[config.mk]
export PLATFORM = sky130hd
export DESIGN_NAME = store_queue_unit
export DESIGN_NICKNAME = d
export VERILOG_FILES = /design/src/rtl/store_pkg.sv /design/src/rtl/store_lane_fmt.sv /design/src/rtl/store_queue_unit.sv
export SDC_FILE = /design/constraint.sdc
export NUM_CORES = 1
export LEC_CHECK = 0
export CAP_MARGIN = 5
export CORE_MARGIN = 2
export CORE_UTILIZATION = 45
export CTS_CLUSTER_DIAMETER = 80
export DETAILED_ROUTE_END_ITERATION = 7
export PLACE_DENSITY = 0.77
export SLEW_MARGIN = 30
export SYNTH_ARGS = -nofsm -noshare
export SYNTH_HDL_FRONTEND = slang
export SYNTH_SLANG_ARGS = --single-unit
[constraint.sdc]
create_clock -name clk -period 7.7 [get_ports clk]
set_clock_uncertainty 0.05 [all_clocks]
set_input_delay 1.54 -clock clk [delete_from_list [all_inputs] [get_ports clk]]
set_output_delay 1.54 -clock clk [all_outputs]
set_load 0.05 [all_outputs]
[src/rtl/store_pkg.sv]
`default_nettype none
// ----------------------------------------------------------------------------
// store_pkg : shared width encodings, entry state and entry record for stores
// Rev 1.0
// ----------------------------------------------------------------------------
package store_pkg;

  localparam logic [2:0] ST_B = 3'b000;
  localparam logic [2:0] ST_H = 3'b001;
  localparam logic [2:0] ST_W = 3'b010;
  localparam logic [2:0] ST_D = 3'b011;

  // Storage is sized for the widest supported XLEN; narrower builds use the low bits.
  localparam int MAX_XLEN = 64;

  typedef enum logic [1:0] {
    EMPTY     = 2'd0,
    PENDING   = 2'd1,
    COMMITTED = 2'd2
  } entry_state_t;

  typedef struct packed {
    logic [MAX_XLEN-1:0]   addr;
    logic [MAX_XLEN-1:0]   data;
    logic [MAX_XLEN/8-1:0] strb;
  } entry_t;

endpackage
`default_nettype wire

[src/rtl/store_lane_fmt.sv]
`default_nettype none
// ----------------------------------------------------------------------------
// store_lane_fmt : combinational lane replication, byte strobes, alignment check
// Rev 1.0
// ----------------------------------------------------------------------------
module store_lane_fmt
  import store_pkg::*;
#(
  parameter int XLEN = 32
) (
  input  logic [2:0]        width,
  input  logic [XLEN-1:0]   addr,
  input  logic [XLEN-1:0]   data,
  output logic [XLEN-1:0]   wdata,
  output logic [XLEN/8-1:0] strb,
  output logic              exc
);

  localparam int NB   = XLEN / 8;
  localparam int OFFW = $clog2(NB);

  localparam logic [NB-1:0] B_MASK = NB'(1);
  localparam logic [NB-1:0] H_MASK = NB'(3);
  localparam logic [NB-1:0] W_MASK = NB'(15);

  logic [OFFW-1:0] off;
  logic            unused_addr;

  assign off         = addr[OFFW-1:0];
  assign unused_addr = ^addr;

  always_comb begin
    wdata = data;
    strb  = '0;
    exc   = 1'b0;
    case (width)
      ST_B: begin
        wdata = {NB{data[7:0]}};
        strb  = B_MASK << off;
      end
      ST_H: begin
        wdata = {(NB/2){data[15:0]}};
        strb  = H_MASK << off;
        exc   = off[0];
      end
      ST_W: begin
        wdata = {(NB/4){data[31:0]}};
        strb  = W_MASK << off;
        exc   = |off[1:0];
      end
      ST_D: begin
        strb = '1;
        exc  = (XLEN != 64) || (off != '0);
      end
      default: exc = 1'b1;
    endcase
    // Faulting stores never reach memory, so their strobes are meaningless.
    if (exc) strb = '0;
  end

endmodule
`default_nettype wire

[src/rtl/store_queue_unit.sv]
`default_nettype none
// ----------------------------------------------------------------------------
// store_queue_unit : store execution, registered ROB report, in-order commit queue
// Rev 1.0
// ----------------------------------------------------------------------------
module store_queue_unit
  import store_pkg::*;
#(
  parameter int XLEN  = 32,
  parameter int TAG_W = 6,
  parameter int DEPTH = 4
) (
  input  logic              clk,
  input  logic              reset,
  input  logic              in_valid,
  output logic              in_ready,
  input  logic [2:0]        in_width,
  input  logic [TAG_W-1:0]  in_dest,
  input  logic [XLEN-1:0]   in_base,
  input  logic [XLEN-1:0]   in_data,
  input  logic [XLEN-1:0]   in_offset,
  output logic              rob_valid,
  output logic [TAG_W-1:0]  rob_dest,
  output logic [XLEN-1:0]   rob_addr,
  output logic [XLEN-1:0]   rob_data,
  output logic              rob_exc,
  input  logic              commit,
  input  logic              flush,
  output logic              mem_valid,
  input  logic              mem_ready,
  output logic [XLEN-1:0]   mem_addr,
  output logic [XLEN-1:0]   mem_wdata,
  output logic [XLEN/8-1:0] mem_strb
);

  localparam int NB   = XLEN / 8;
  localparam int OFFW = $clog2(NB);
  localparam int PW   = $clog2(DEPTH);
  localparam int CW   = PW + 1;

  logic [XLEN-1:0] eff_addr;
  logic [XLEN-1:0] fmt_wdata;
  logic [NB-1:0]   fmt_strb;
  logic            fmt_exc;

  entry_t       entries [DEPTH];
  entry_state_t st      [DEPTH];
  entry_t       new_e;
  entry_t       head_e;

  logic [PW-1:0] head, cptr, tail;
  logic [CW-1:0] count, pend, flushed, count_nx;

  logic accept, enq, deq, has_pending, commit_fire;
  logic unused_head;

  assign eff_addr = in_base + in_offset;

  store_lane_fmt #(.XLEN(XLEN)) u_fmt (
    .width (in_width),
    .addr  (eff_addr),
    .data  (in_data),
    .wdata (fmt_wdata),
    .strb  (fmt_strb),
    .exc   (fmt_exc)
  );

  assign in_ready    = (count < CW'(DEPTH));
  // A flush in the same cycle squashes the incoming store entirely.
  assign accept      = in_valid && in_ready && !flush;
  assign enq         = accept && !fmt_exc;
  assign has_pending = (st[cptr] == PENDING);
  assign commit_fire = commit && has_pending;

  assign head_e      = entries[head];
  assign mem_valid   = (st[head] == COMMITTED);
  assign deq         = mem_valid && mem_ready;
  assign mem_addr    = mem_valid ? {head_e.addr[XLEN-1:OFFW], {OFFW{1'b0}}} : '0;
  assign mem_wdata   = mem_valid ? head_e.data[XLEN-1:0] : '0;
  assign mem_strb    = mem_valid ? head_e.strb[NB-1:0] : '0;
  assign unused_head = ^{head_e.addr, head_e.data, head_e.strb};

  always_comb begin
    new_e                 = '0;
    new_e.addr[XLEN-1:0]  = eff_addr;
    new_e.data[XLEN-1:0]  = fmt_wdata;
    new_e.strb[NB-1:0]    = fmt_strb;
  end

  // Everything pending except an entry committed this same cycle is discarded.
  always_comb begin
    flushed  = flush ? (pend - CW'(commit_fire)) : '0;
    count_nx = count + CW'(enq) - CW'(deq) - flushed;
  end

  always_ff @(posedge clk) begin
    if (enq) entries[tail] <= new_e;
  end

  always_ff @(posedge clk) begin
    if (!reset) begin
      head      <= '0;
      cptr      <= '0;
      tail      <= '0;
      count     <= '0;
      pend      <= '0;
      rob_valid <= 1'b0;
      rob_exc   <= 1'b0;
      rob_dest  <= '0;
      rob_addr  <= '0;
      rob_data  <= '0;
      for (int i = 0; i < DEPTH; i++) st[i] <= EMPTY;
    end else begin
      rob_valid <= accept;
      rob_exc   <= accept && fmt_exc;
      if (accept) begin
        rob_dest <= in_dest;
        rob_addr <= eff_addr;
        rob_data <= fmt_wdata;
      end

      if (enq) begin
        st[tail] <= PENDING;
        tail     <= tail + PW'(1);
      end
      if (commit_fire) begin
        st[cptr] <= COMMITTED;
        cptr     <= cptr + PW'(1);
      end
      if (deq) begin
        st[head] <= EMPTY;
        head     <= head + PW'(1);
      end
      if (flush) begin
        for (int i = 0; i < DEPTH; i++) begin
          if (st[i] == PENDING && !(commit_fire && cptr == PW'(i))) st[i] <= EMPTY;
        end
        tail <= cptr + PW'(commit_fire);
      end

      count <= count_nx;
      pend  <= flush ? '0 : (pend + CW'(enq) - CW'(commit_fire));
    end
  end

  a_commit_has_pending: assert property (@(posedge clk) disable iff (!reset) commit |-> has_pending);

endmodule
`default_nettype wire

==> impl_metrics.yaml, run 1 <==
global_route:
  grt_usage: 0.2134
  antenna_found_initial: 1
  grt_pass1_wl_mm: 60.70
  grt_max_degree: 55
  grt-ovfl-total: 0
  grt_pass1_vias: 10910
clock_network:
  htreeDepth: 2
  worst_skew_pair.late_latency_ps: 510
  clk_pin_slew_worst_paths_ps: 60
  clk_path_buf_depth: 3
  numCtsBuffers: 37
  clock_sinks: 360
  cts-resized-gates: 0
  post_cts_buffers: 0
  cts-root-buf: "clkbuf_16"
  cts_tree: "done"
  holdBufCountCts: 0
timing:
  rsz0062_at_grt: "false"
  setup_viol: 0
  min_period_ps: 5835
  hold_viol: 0
  slew_viol_final: 0
  layout_setup_ws_ps: 1865
  fmax_mhz: 171.4
  min_period_over_period: 0.7578
  tns_ps: 0
  slew_headroom: 0.3773
  tightest_slew_ps: 934.1
die:
  coreArea_um2: 35400
  die_area_um2: 37250
  num_io_pins: 253
  fp.dieH_um: 193
  rows: 69
  fp.dieW_um: 193
  initial_core_util: 0.4541
synth:
  yosysSeqAreaShare: 0.6128
  yosys_most_used_dff: "edfxtp_1"
  avgSynthCellArea_um2: 13.37
  synth_seq_cells: 360
  syn-cell-area_um2: 16070
  synth_top_area_share: 0.4932
  synth_cell_types: 69
  syn_inst: 1202
  synth_common_cells: "edfxtp_1, nand2_1, dfxtp_1, a21oi_1, nor2b_1"
  yosysWarningCount: 0
  async_flop_share: 0
  synth_top_area_cell: "edfxtp_1"
  synth_area_leaders: "edfxtp_1, dfxtp_1, mux4_2"
  synth_most_common_cell: "edfxtp_1"
  synth_edf_count: 264
place:
  portBuffers: 250
  place_ws_ps: 2294
  dp_hpwl_mm: 26.95
  gp_congestion: 0.8425
  placed_cells: 1856
final_layout:
  fin_nets: 1600
  n_antenna_cell: 0
  multi_input_area_um2: 5857
  seqCellArea_um2: 9857
  num-fill-cells: 2812
  syn_to_final_growth_pct: 26.47
  final_cells: 1925
  drive_above_1_share: 0.1195
critical_path:
  slowest_delay_ps: 820
  critPathTopFamily: "buffers and inverters"
  critPathMaxFanout: 43
  reg2reg_depth: 17
  required_ps: 6110
  crit_chain: "buf_4, nand3b_1, o311ai_0, o31ai_4, buf_8, buf_4, nor2b_1, clkdlybuf4s50_1"
  cp_common_cell: "buf_4"
  startpoint_type: "flop"
  critPathBufInv: 4
  cp-end-kind: "output port"
  regToRegEndpoint: "count[2]$_SDFF_PN0_"
  criticalPathCategory: "reg -> out"
  slowest_stage: "clkdlybuf4s50_1"
  cp.arrival_ps: 4250
  r2r_slack_ps: 2780
power_and_ir_drop:
  pwr_density_cell_nw_per_um2: 224.8
  leakagePower_nw: 6.883
  power.total_mw: 4.571
  peakVddDrop_uv: 185.8
hold_path:
  hp-start: "rob_addr[9]$_SDFFE_PN0P_"
  min_path_cells: 2
  hold_end: "rob_addr[9]$_SDFFE_PN0P_"
  hold_class: "reg -> reg"
route:
  ant_nets: 0
  vias: 10660
  routedWlPerCell_um: 20.54
  route.met2.wl_mm: 19.52
  finalWirelength_mm: 39.54
  drt_iter0_markers: 761
  dr.max_layer_used: "met4"
  wl_met1_mm: 16.27
  drc: 0
  wl_met3_mm: 2.781
  via_per_inst: 5.538
  dr.pass1.iters: 5
run:
  drv_cap: 0
outcome:
  status: "finished, final reports clean"
## worst max path at each step
stage / cells after the start / start / slack, ps / end
6_report: 8 / flop / 1860 / mem_addr[7]
5_1_grt: 8 / flop / 1470 / mem_addr[7]
4_1_cts: 7 / flop / 1740 / mem_addr[19]
3_5_place_dp: 10 / in_base[0] / 2290 / entries[1][53]$_DFFE_PP_
3_3_place_gp: 10 / in_base[0] / 2360 / entries[1][40]$_DFFE_PP_
2_1_floorplan: 10 / in_base[0] / 2390 / st[2][0]$_SDFFE_PP0P_
## placed cells by master, fill, tap and decap left out, types with 7 or more instances in the layout
cell type / n
a211oi_1: 7
a21o_1: 19
a21oi_1: 93
buf_4: 9
clkbuf_1: 11
clkbuf_16: 39
clkdlybuf4s50_1: 250
dfxtp_1: 94
edfxtp_1: 264
ha_1: 50
inv_1: 24
mux2_2: 16
mux2i_1: 11
mux4_2: 66
nand2_1: 133
nand3_1: 8
nor2_1: 72
nor2b_1: 74
nor3_1: 26
o21ai_0: 20
xnor2_1: 23
xor2_1: 18
## logic make-up (layout without fill, tap and decap cells)
group,count (synthesis),count (layout),synth area share
AO/OA/AOI/OAI,197,197,0.07940
XOR/XNOR,41,41,0.02234
adder cells (fa/ha/maj),54,54,0.04390
buffers and inverters,100,361,0.02467
flip-flops,360,360,0.6127
multiplexers,94,94,0.1112
other,1,2,0.0002333
AND/OR/NAND/NOR,355,355,0.1055
## stage by stage
stage | hold WS (ps) | area, um^2 | util
after global routing | 421.3 | 20330 | 0.5743
after global placement | 392.7 | 18970 | 0.5359
after floorplan | 422.4 | 16080 | -
after CTS | 406.4 | 20310 | 0.5739
final | 404.7 | 20330 | 0.5743
after detailed placement | 398.7 | 19080 | 0.5390
## flip-flops by register name, indices dropped and copies added (netlist names), named ones only
signal and count:
rob_data 32, count 3, rob_valid 1, rob_dest 6, tail 2, rob_exc 1
head 2, cptr 2, pend 3, st 8, rob_addr 32, entries 264
## worst min-delay path, delay by kind of cell, from the launching register on
kind | cells | cell delay (ps)
DFF | 1 | 310
and+or+nand+nor | 1 | 50
AOI/OAI and AO/OA | 1 | 50
## layer usage
metal,vias up,GRT usage
li1,4905,-
met1,5255,0.2777
met2,427,0.3678
met3,73,0.03529
met4,0,0.06672
met5,-,0
## power by group
part / internal, mW / total [mW] / switching, mW
clock network: 1.08 / 1.79 / 0.711
registers: 2.16 / 2.18 / 0.0204
logic: 0.221 / 0.604 / 0.384
total: 3.46 / 4.57 / 1.11
## layout make-up
type | instances | area share
tap | 461 | 0.02837
sequential | 360 | 0.4849
multi-input combinational | 743 | 0.2881
timing repair buffer | 265 | 0.1325
clock inverter | 14 | 0.008063
inverter | 28 | 0.005355
clock buffer | 54 | 0.05275
No activity file was read; power rests on OpenSTA's default activity.
==> run 2: changes to the inputs <==
==> constraint.sdc (replaced) <==
create_clock -name clk -period 5.85 [get_ports clk]
set_clock_uncertainty 0.05 [all_clocks]
set_input_delay 1.17 -clock clk [delete_from_list [all_inputs] [get_ports clk]]
set_output_delay 1.17 -clock clk [all_outputs]
set_load 0.05 [all_outputs]
==> impl_metrics.yaml, run 2 (synthesis gave the netlist of run 1 again) <==
outcome:
  status: "finished, final reports clean"
final_layout:
  final_common_cell: "edfxtp_1"
  syn_to_final_growth_pct: 26.98
  final_cells: 1932
  seqCellArea_um2: 9857
  num-fill-cells: 2785
  final_core_util: 0.5766
  largest-register: "entries"
  largestRegisters: "entries: 264 flops, rob_addr: 32 flops, rob_data: 32 flops"
  stdcell_area_um2: 20410
  fin_nets: 1606
  most-common-layout-cells: "edfxtp_1, clkdlybuf4s50_1, nand2_1, dfxtp_1, a21oi_1"
  drive_above_1_share: 0.1251
  largest_reg_flops: 264
  n_antenna_cell: 0
  multi_input_area_um2: 5863
critical_path:
  critPathMaxFanout: 37
  cp-end-kind: "output port"
  cp.arrival_ps: 3590
  required_ps: 4630
  criticalPathCategory: "reg -> out"
  startpoint_type: "flop"
route:
  dr.pass1.iters: 7
  drc: 0
  vias: 10780
  routedWlPerCell_um: 20.82
  drt_iter0_markers: 815
  finalWirelength_mm: 40.23
  ant_nets: 0
  via_per_inst: 5.580
timing:
  tns_ps: 0
  setup_viol: 0
  hold_viol: 0
  min_period_over_period: 0.8216
  tightest_slew_ps: 815.4
  min_period_ps: 4807
  slew_viol_final: 0
  fmax_mhz: 208.0
  layout_setup_ws_ps: 1043
  whs_ps: 405.6
  rsz0062_at_grt: "false"
  slew_headroom: 0.4534
global_route:
  grt_usage: 0.2146
  grt_pass1_wl_mm: 61.07
  grt-ovfl-total: 0
  grt_max_degree: 67
  antenna_found_initial: 0
  grt_pass1_vias: 11050
clock_network:
  holdBufCountCts: 0
  numCtsBuffers: 39
  clk_pin_slew_worst_paths_ps: 70
  worst_skew_pair.late_latency_ps: 530
  clk_path_buf_depth: 3
  htreeDepth: 2
  clock_sinks: 360
  cts_tree: "done"
  post_cts_buffers: 0
  cts-root-buf: "clkbuf_16"
  cts-resized-gates: 0
power_and_ir_drop:
  clkPwrFrac: 0.399
  pwr_density_cell_nw_per_um2: 299.1
  peakVddDrop_uv: 199.5
  p_sw_mw: 1.544
  internal-power_mw: 4.561
  comb_power_share: 0.131
  power.total_mw: 6.105
  sw_frac_of_total: 0.2529
  leakagePower_nw: 6.915
  pwr-share-seq: 0.470
die:
  initial_core_util: 0.4541
  die_area_um2: 37250
  num_io_pins: 253
  rows: 69
  coreArea_um2: 35400
  fp.dieH_um: 193
  fp.dieW_um: 193
place:
  placed_cells: 1860
  gp_congestion: 0.8314
  placed_area_um2: 19100
  portBuffers: 250
  dp_hpwl_mm: 27.02
  place_ws_ps: 1106
hold_path:
  hold_class: "reg -> reg"
run:
  drv_cap: 0
run 2: cell types whose count changed in the layout (fill, tap and decap cells not counted), sizes merged:
cell | before | now
clkinvlp | 1 | 4
clkinv | 11 | 17
clkbuf | 54 | 49
inv | 27 | 26
buf | 15 | 19
run 2: critical path, cell delays in order (launching register included):
cell and delay, ps:
dfxtp_4 770, buf_4 740, mux4_2 650, nor2b_1 170
clkdlybuf4s50_1 710
run 2: layer usage:
metal	GRT usage	part of all wire	vias to the layer above	wire (um)
met2	0.3668	0.49	444	19860
met3	0.04145	0.078	75	3143
met1	0.2745	0.40	5336	16080
met5	0	0	-	0
met4	0.07488	0.028	0	1142
li1	-	-	4925	-
run 2: power by group through the flow:
stage / sequential [mW] / combinational [mW] / clock [mW]
5_1_grt: 2.88 / 0.855 / 2.56
3_3_place_gp: 2.92 / 0.775 / 0
4_1_cts: 2.87 / 0.796 / 2.47
3_5_place_dp: 2.92 / 0.792 / 0
6_report: 2.87 / 0.797 / 2.44
2_1_floorplan: 3.04 / 0.378 / 0
run 2: cell type report:
type | instances | area share
Sequential cell | 360 | 0.4829
Inverter | 28 | 0.005333
Clock inverter | 22 | 0.01159
Timing Repair Buffer | 269 | 0.1330
Clock buffer | 49 | 0.05162
Tap cell | 461 | 0.02826
Multi-Input combinational cell | 743 | 0.2873
run 2: worst paths after layout:
check	startpoint	endpoint	slack, ps	cells past startpoint
setup / recovery	flop	mem_wdata[3]	1040	4
hold / removal	rob_data[31]$_SDFFE_PN0P_	rob_data[31]$_SDFFE_PN0P_	410	2
setup reg to reg	flop	count[2]$_SDFF_PN0_	2150	14
hold reg to reg	rob_data[31]$_SDFFE_PN0P_	rob_data[31]$_SDFFE_PN0P_	410	2
==> run 3: changes to the inputs <==
==> constraint.sdc (replaced) <==
create_clock -name clk -period 4.57 [get_ports clk]
set_clock_uncertainty 0.05 [all_clocks]
set_input_delay 0.914 -clock clk [delete_from_list [all_inputs] [get_ports clk]]
set_output_delay 0.914 -clock clk [all_outputs]
set_load 0.05 [all_outputs]
==> impl_metrics.yaml, run 3 (synthesis gave the netlist of run 1 again) <==
clock_network:
  numCtsBuffers: 38
  cts_tree: "done"
  cts-resized-gates: 0
  holdBufCountCts: 0
  post_cts_buffers: 0
  htreeDepth: 2
  cts-root-buf: "clkbuf_16"
  clock_sinks: 360
  worst_skew_pair.late_latency_ps: 520
  clk_pin_slew_worst_paths_ps: 60
  clk_path_buf_depth: 3
place:
  portBuffers: 250
  gp_congestion: 0.8588
  dp_hpwl_mm: 26.88
die:
  initial_core_util: 0.4541
  coreArea_um2: 35400
  fp.dieH_um: 193
  num_io_pins: 253
  die_area_um2: 37250
  rows: 69
  fp.dieW_um: 193
critical_path:
  r2r_slack_ps: 940
  critPathMaxFanout: 26
  required_ps: 3610
  slowest_delay_ps: 830
  criticalPathCategory: "reg -> out"
  reg2reg_depth: 15
  startpoint_type: "flop"
  slowest_stage: "clkdlybuf4s50_1"
  cp.arrival_ps: 3290
  cp-end-kind: "output port"
  crit_chain: "inv_1, o311ai_0, o31ai_4, buf_4, nor2b_1, clkdlybuf4s50_1"
route:
  vias: 10730
  finalWirelength_mm: 39.91
  drc: 0
  ant_nets: 0
  via_per_inst: 5.535
  dr.pass1.iters: 7
  drt_iter0_markers: 883
  routedWlPerCell_um: 20.59
hold_path:
  hold_class: "reg -> reg"
  min_path_cells: 2
timing:
  whs_ps: 401.7
  min_period_ps: 4249
  hold_viol: 0
  slew_headroom: 0.4131
  tns_ps: 0
  slew_viol_final: 0
  min_period_over_period: 0.9298
  fmax_mhz: 235.3
  setup_viol: 0
  tightest_slew_ps: 875.6
  rsz0062_at_grt: "false"
final_layout:
  syn_to_final_growth_pct: 27.09
  final_common_cell: "edfxtp_1"
  most-common-layout-cells: "edfxtp_1, clkdlybuf4s50_1, nand2_1, dfxtp_1, a21oi_1"
  multi_input_area_um2: 5857
  largest-register: "entries"
  drive_above_1_share: 0.1273
  seqCellArea_um2: 9857
  largestRegisters: "entries: 264 flops, rob_addr: 32 flops, rob_data: 32 flops"
  n_antenna_cell: 0
  num-fill-cells: 2861
  largest_reg_flops: 264
  fin_nets: 1612
global_route:
  antenna_found_initial: 0
  grt-ovfl-total: 0
  grt_max_degree: 46
  grt_usage: 0.2136
  grt_pass1_vias: 10680
  grt_pass1_wl_mm: 60.66
power_and_ir_drop:
  peakVddDrop_uv: 259.7
  comb_power_share: 0.131
  clkPwrFrac: 0.395
  p_sw_mw: 1.916
  internal-power_mw: 5.835
  leakagePower_nw: 6.948
  sw_frac_of_total: 0.2472
  pwr-share-seq: 0.474
  power.total_mw: 7.751
  pwr_density_cell_nw_per_um2: 379.4
outcome:
  status: "finished, final reports clean"
run:
  drv_cap: 0
-- run 3: cell type report --
class | instances | share of cell area
clock buffer | 54 | 0.05249
tap | 461 | 0.02824
timing repair buffer | 276 | 0.1357
clock inverter | 16 | 0.009003
multi-input combinational | 743 | 0.2867
sequential | 360 | 0.4825
inverter | 28 | 0.005329
-- run 3: path summary, 6_finish.rpt --
kind,endpoint,startpoint
min,rob_data[28]$_SDFFE_PN0P_,rob_data[28]$_SDFFE_PN0P_
max reg2reg,count[2]$_SDFF_PN0_,st[2][1]$_SDFFE_PP0P_
max,mem_wdata[13],st[2][1]$_SDFFE_PP0P_
min reg2reg,rob_data[28]$_SDFFE_PN0P_,rob_data[28]$_SDFFE_PN0P_
-- run 3: power groups by stage --
stage          combinational, mW  sequential, mW  clock (mW)
2_1_floorplan              0.484            3.89           0
3_3_place_gp               0.990            3.74           0
3_5_place_dp                1.01            3.74           0
4_1_cts                     1.02            3.67        3.12
5_1_grt                     1.10            3.68        3.24
6_report                    1.02            3.67        3.06
-- run 3: layer usage --
layer | GRT usage | part of all wire | vias to the layer above
li1 | - | - | 4937
met1 | 0.2822 | 0.42 | 5333
met2 | 0.3657 | 0.49 | 407
met3 | 0.03982 | 0.069 | 49
met4 | 0.05390 | 0.017 | 0
met5 | 0 | 0 | -
-- run 3: through the flow --
stage	cell area, um^2	instances	util	worst slack (ps)
floorplan	16080	1203	-	200.5
global placement	19170	1868	0.5416	535.1
detailed placement	19170	1868	0.5416	496.7
CTS	20430	1938	0.5771	255.1
global route	20430	1938	0.5771	113.8
finish	20430	1938	0.5771	320.6
-- run 3: worst max-delay path: cells and delay by family, from the launching register on --
family	cells	cell delay, ps
and+or+nand+nor	1	210
AOI/OAI and AO/OA	2	930
DFF	1	370
buffers and inverters	3	1230
